### config.mk
export PLATFORM = sky130hd
export DESIGN_NAME = ps2_rx_controller
export DESIGN_NICKNAME = d
export VERILOG_FILES = /design/src/rtl/ps2_rx_controller.sv
export SDC_FILE = /design/constraint.sdc
export NUM_CORES = 1
export LEC_CHECK = 0
export ABC_AREA = 1
export BUFFER_PORTS_ARGS = -buffer_cell sky130_fd_sc_hd__buf_4
export CAP_MARGIN = 20
export CORE_UTILIZATION = 59
export CTS_CLUSTER_DIAMETER = 50
export DETAILED_ROUTE_END_ITERATION = 12
export PLACE_DENSITY_LB_ADDON = 0.12
export REMOVE_ABC_BUFFERS = 1
export SKIP_CTS_REPAIR_TIMING = 1
export SLEW_MARGIN = 20
export SYNTH_ARGS = -nofsm -noshare
export SYNTH_HDL_FRONTEND = slang
export SYNTH_SLANG_ARGS = --single-unit
### constraint.sdc
create_clock -name clk -period 1.8 [get_ports clk]
set_input_delay 0 -clock clk [delete_from_list [all_inputs] [get_ports clk]]
set_output_delay 0 -clock clk [all_outputs]
set_load 0.03 [all_outputs]
### src/rtl/ps2_rx_controller.sv
// PS/2 device receiver: pin synchronisation, ps2_clk glitch filter, 11-bit frame
// sequencer with inter-edge watchdog, and a valid/ack holding register for the byte.
module ps2_rx_controller #(
    parameter int FILTER_LEN     = 8,
    parameter int TIMEOUT_CYCLES = 50000
) (
    input  logic       clk,
    input  logic       rst,
    input  logic       ps2_clk,
    input  logic       ps2_data,
    input  logic       enable,
    input  logic       rx_ack,
    output logic [7:0] rx_data,
    output logic       rx_valid,
    output logic       parity_err,
    output logic       frame_err,
    output logic       overrun,
    output logic       busy
);

    localparam int FW = $clog2(FILTER_LEN + 1);
    localparam int WW = $clog2(TIMEOUT_CYCLES);

    localparam logic [FW-1:0] FILT_LAST = FW'(FILTER_LEN - 1);
    localparam logic [WW-1:0] WD_LAST   = WW'(TIMEOUT_CYCLES - 1);

    localparam logic [1:0] ST_IDLE   = 2'd0;
    localparam logic [1:0] ST_DATA   = 2'd1;
    localparam logic [1:0] ST_PARITY = 2'd2;
    localparam logic [1:0] ST_STOP   = 2'd3;

    // Odd parity holds when byte and parity bit together carry an odd number of ones.
    function automatic logic odd_parity_ok(input logic [7:0] byte_v, input logic par_v);
        return ^{byte_v, par_v};
    endfunction

    logic          clk_sync_p0, clk_sync_p1;
    logic          data_sync_p0, data_sync_p1;
    logic [FW-1:0] filt_cnt;
    logic          clk_filt, clk_filt_prev;
    logic          fall;

    logic [1:0]    state, state_nx;
    logic [2:0]    bit_cnt, bit_cnt_nx;
    logic [7:0]    shift_reg, shift_nx;
    logic          parity_bit, parity_nx;
    logic [WW-1:0] wdog, wdog_nx;
    logic          frame_good, frame_perr, frame_ferr;

    // Stage p0/p1: two-flop synchronisers, reset to the idle-high bus level.
    always_ff @(posedge clk) begin
        if (rst) begin
            clk_sync_p0  <= 1'b1;
            clk_sync_p1  <= 1'b1;
            data_sync_p0 <= 1'b1;
            data_sync_p1 <= 1'b1;
        end else begin
            clk_sync_p0  <= ps2_clk;
            clk_sync_p1  <= clk_sync_p0;
            data_sync_p0 <= ps2_data;
            data_sync_p1 <= data_sync_p0;
        end
    end

    // Filter stage: filtered clock moves only after FILTER_LEN disagreeing samples in a row.
    always_ff @(posedge clk) begin
        if (rst) begin
            filt_cnt      <= '0;
            clk_filt      <= 1'b1;
            clk_filt_prev <= 1'b1;
        end else begin
            clk_filt_prev <= clk_filt;
            if (clk_sync_p1 != clk_filt) begin
                if (filt_cnt == FILT_LAST) begin
                    clk_filt <= clk_sync_p1;
                    filt_cnt <= '0;
                end else begin
                    filt_cnt <= filt_cnt + 1'b1;
                end
            end else begin
                filt_cnt <= '0;
            end
        end
    end

    assign fall = clk_filt_prev & ~clk_filt;

    // Frame stage: next-state logic for the sequencer and watchdog.
    always_comb begin
        state_nx   = state;
        bit_cnt_nx = bit_cnt;
        shift_nx   = shift_reg;
        parity_nx  = parity_bit;
        wdog_nx    = wdog;
        frame_good = 1'b0;
        frame_perr = 1'b0;
        frame_ferr = 1'b0;

        if (!enable) begin
            state_nx   = ST_IDLE;
            bit_cnt_nx = '0;
            wdog_nx    = '0;
        end else if (fall) begin
            wdog_nx = '0;
            case (state)
                ST_IDLE: begin
                    if (!data_sync_p1) begin
                        state_nx   = ST_DATA;
                        bit_cnt_nx = '0;
                    end
                end
                ST_DATA: begin
                    shift_nx   = {data_sync_p1, shift_reg[7:1]};
                    bit_cnt_nx = bit_cnt + 3'd1;
                    if (bit_cnt == 3'd7) begin
                        state_nx = ST_PARITY;
                    end
                end
                ST_PARITY: begin
                    parity_nx = data_sync_p1;
                    state_nx  = ST_STOP;
                end
                default: begin
                    state_nx = ST_IDLE;
                    if (!data_sync_p1) begin
                        frame_ferr = 1'b1;
                    end else if (!odd_parity_ok(shift_reg, parity_bit)) begin
                        frame_perr = 1'b1;
                    end else begin
                        frame_good = 1'b1;
                    end
                end
            endcase
        end else if (state == ST_IDLE) begin
            wdog_nx = '0;
        end else if (wdog == WD_LAST) begin
            // Device stalled mid-frame: drop the partial byte and resynchronise.
            state_nx   = ST_IDLE;
            bit_cnt_nx = '0;
            shift_nx   = '0;
            wdog_nx    = '0;
            frame_ferr = 1'b1;
        end else begin
            wdog_nx = wdog + 1'b1;
        end
    end

    always_ff @(posedge clk) begin
        if (rst) begin
            state      <= ST_IDLE;
            bit_cnt    <= '0;
            shift_reg  <= '0;
            parity_bit <= 1'b0;
            wdog       <= '0;
        end else begin
            state      <= state_nx;
            bit_cnt    <= bit_cnt_nx;
            shift_reg  <= shift_nx;
            parity_bit <= parity_nx;
            wdog       <= wdog_nx;
        end
    end

    assign busy = (state != ST_IDLE);

    // Output stage: holding register, handshake and one-cycle status pulses.
    always_ff @(posedge clk) begin
        if (rst) begin
            rx_data    <= '0;
            rx_valid   <= 1'b0;
            parity_err <= 1'b0;
            frame_err  <= 1'b0;
            overrun    <= 1'b0;
        end else begin
            parity_err <= frame_perr;
            frame_err  <= frame_ferr;
            overrun    <= 1'b0;
            if (frame_good) begin
                rx_data  <= shift_reg;
                rx_valid <= 1'b1;
                overrun  <= rx_valid & ~rx_ack;
            end else if (rx_ack) begin
                rx_valid <= 1'b0;
            end
        end
    end

endmodule

==> results.cfg <==
[synthesis]
yosysWarnings = 0
synth_top_family_by_area = simple AND/OR/NAND/NOR gates
synth_compound_area_frac = 0.0914
ys_seq_area_frac = 0.418
synth_xor_area_frac = 0.0176
synthMuxAreaShare = 0
synth-simple-area-share = 0.352
ys_ff_latch = 52
synth_fa_ha_area_frac = 0.0402
synth_area_um2 = 2490
syn_avg_cell_area_um2 = 7.35
synth.distinct_cells = 33
synth_cells = 339

[timing]
max_freq_mhz = 619
slew_viol_final = 0
min_period_ns = 1.62
setup_viol = 0
fin_skew_ns = 0.00654
fin_crit_sh = 0.897
worst_pin_slew_ns = 0.350
hold_violations = 0
relSlewSlack = 0.766
rsz0062_at_grt = false
tns_ns = 0

[cells_and_area]
largest_reg_flops = 16
area_delta_synth_final_pct = 15.7
layout_commonest_cell = nand2_1
drive_gt1_frac = 0.186
diodes = 0
final_util = 0.716
fin_cells = 421
regArea_um2 = 1040
nNetsFinal = 384
multi_input_area_um2 = 1250
final_cell_mix = nand2_1 (85), dfxtp_1 (52), inv_1 (42)
fillers = 333

[hold_path]
hp-class = flip-flop to flip-flop

[pwr]
power_density_nw_per_um2 = 712
power_mw = 2.05
peakVddDrop_mv = 0.489
p_leak_nw = 1.16

[floorplan]
core_area_um2 = 4030
die_h_um = 67.0
ios = 19
dieArea_um2 = 4490
die_w_um = 67.0
row_count = 23
start_util = 0.618

[clock_tree]
cts-root-buf = clkbuf_8
cts-htree-levels = 2
cts_made_buffers = 5
clock-sinks = 52
path_clk_slew_ns = 0.09
clock_latency_ns = 0.30
cts_tree = done
clock_path_buffers = 2

[critical_path]
cp_max_fo = 3
crit_path_max_incr_delay_ns = 0.57
slowest_stage = dlygate4sd3_1
cp-start-kind = flip-flop
path_cells = inv_1, ha_1, a31oi_1, a311oi_1, dlygate4sd3_1
endpoint_kind = flip-flop
critPathKind = flip-flop to flip-flop
arrival_ns = 1.81
critical_path_required_ns = 1.99

[place]
io_buffer_count = 18
place_hpwl_um = 3190
place_inst = 407
gp_congestion = 0.804

[grt]
grt_pass1_wl_um = 7410
gr-usage-all-layers = 0.219
overflow = 0
grt_max_degree = 18
grt_pass1_vias = 1789
antenna_found_initial = 0

[status]
outcome = finished clean

[detailed_routing]
vias_per_cell = 4.92
ant_nets = 0
firstDrtPassIters = 4
routedWlPerCell_um = 10.1
drt_iter0_drc = 104
drcViolationCount = 0
via_count = 2070
drt-total-wl_um = 4270

[flow_run]
cap_violations = 0
==> path summary, 6_finish.rpt <==
path                                    from  depth (start not counted)           end  slack [ns]
worst max register to register      state[0]                          5    parity_bit        0.18
worst min-delay path            data_sync_p0                          1  data_sync_p1        0.42
worst max-delay path                state[0]                          5    parity_bit        0.18
worst min register to register  data_sync_p0                          1  data_sync_p1        0.42
==> logic make-up (layout without fill, tap and decap cells) <==
kind of cell	Yosys count	in the layout
XOR/XNOR	5	5
flip-flops	52	52
buffers and inverters	54	86
AO/OA/AOI/OAI	38	38
adder cells (fa/ha/maj)	8	8
AND/OR/NAND/NOR	182	182
==> layer usage <==
layer | vias up | global-route usage | part of all wire
li1 | 1125 | - | -
met3 | 6 | 0.0651 | 0.031
met1 | 916 | 0.277 | 0.50
met4 | 0 | 0.0638 | 0.012
met5 | - | 0 | 0
met2 | 23 | 0.356 | 0.46
==> critical path, delay by kind of cell, from the launching register on <==
family | cells | cell delay (ns)
buffers and inverters | 2 | 0.66
flip-flops | 1 | 0.38
adder cells (fa/ha/maj) | 1 | 0.24
AO/OA/AOI/OAI | 2 | 0.23
==> cells in the mapped netlist, drive strengths merged <==
cell type,number,area share
o221ai,1,0.0035
nor3,2,0.0060
nor2,50,0.094
o21bai,1,0.0045
nand3b,1,0.0030
ha,8,0.040
dfxtp,52,0.42
xnor2,1,0.0035
xor2,4,0.014
inv,52,0.078
a311oi,1,0.0035
o211ai,2,0.0080
clkbuf,2,0.0030
a31oi,2,0.0050
nand3,28,0.070
nor3b,3,0.013
or2,5,0.013
nand4,3,0.0075
a21oi,21,0.047
o21ai,10,0.020
nand2,90,0.14
==> layout make-up <==
type / instances / share of cell area
Clock buffer: 7 / 0.0334
Clock inverter: 1 / 0.0104
Inverter: 52 / 0.0677
Multi-Input combinational cell: 233 / 0.433
Sequential cell: 52 / 0.361
Tap cell: 50 / 0.0217
Timing Repair Buffer: 26 / 0.0729
==> through the flow <==
stage	setup WS [ns]	hold WS [ns]	instance area, um^2
floorplan	0.358	0.0691	2480
global placement	0.240	0.187	2700
detailed placement	0.205	0.190	2700
CTS	0.189	-0.128	2820
global route	0.0697	0.419	2880
finish	0.185	0.423	2880
==> power breakdown <==
| part | switching, mW | internal, mW |
|---|---|---|
| registers | 0.00264 | 1.15 |
| logic | 0.0219 | 0.0212 |
| clock network | 0.363 | 0.490 |
Power figures use the tool's default switching activity.
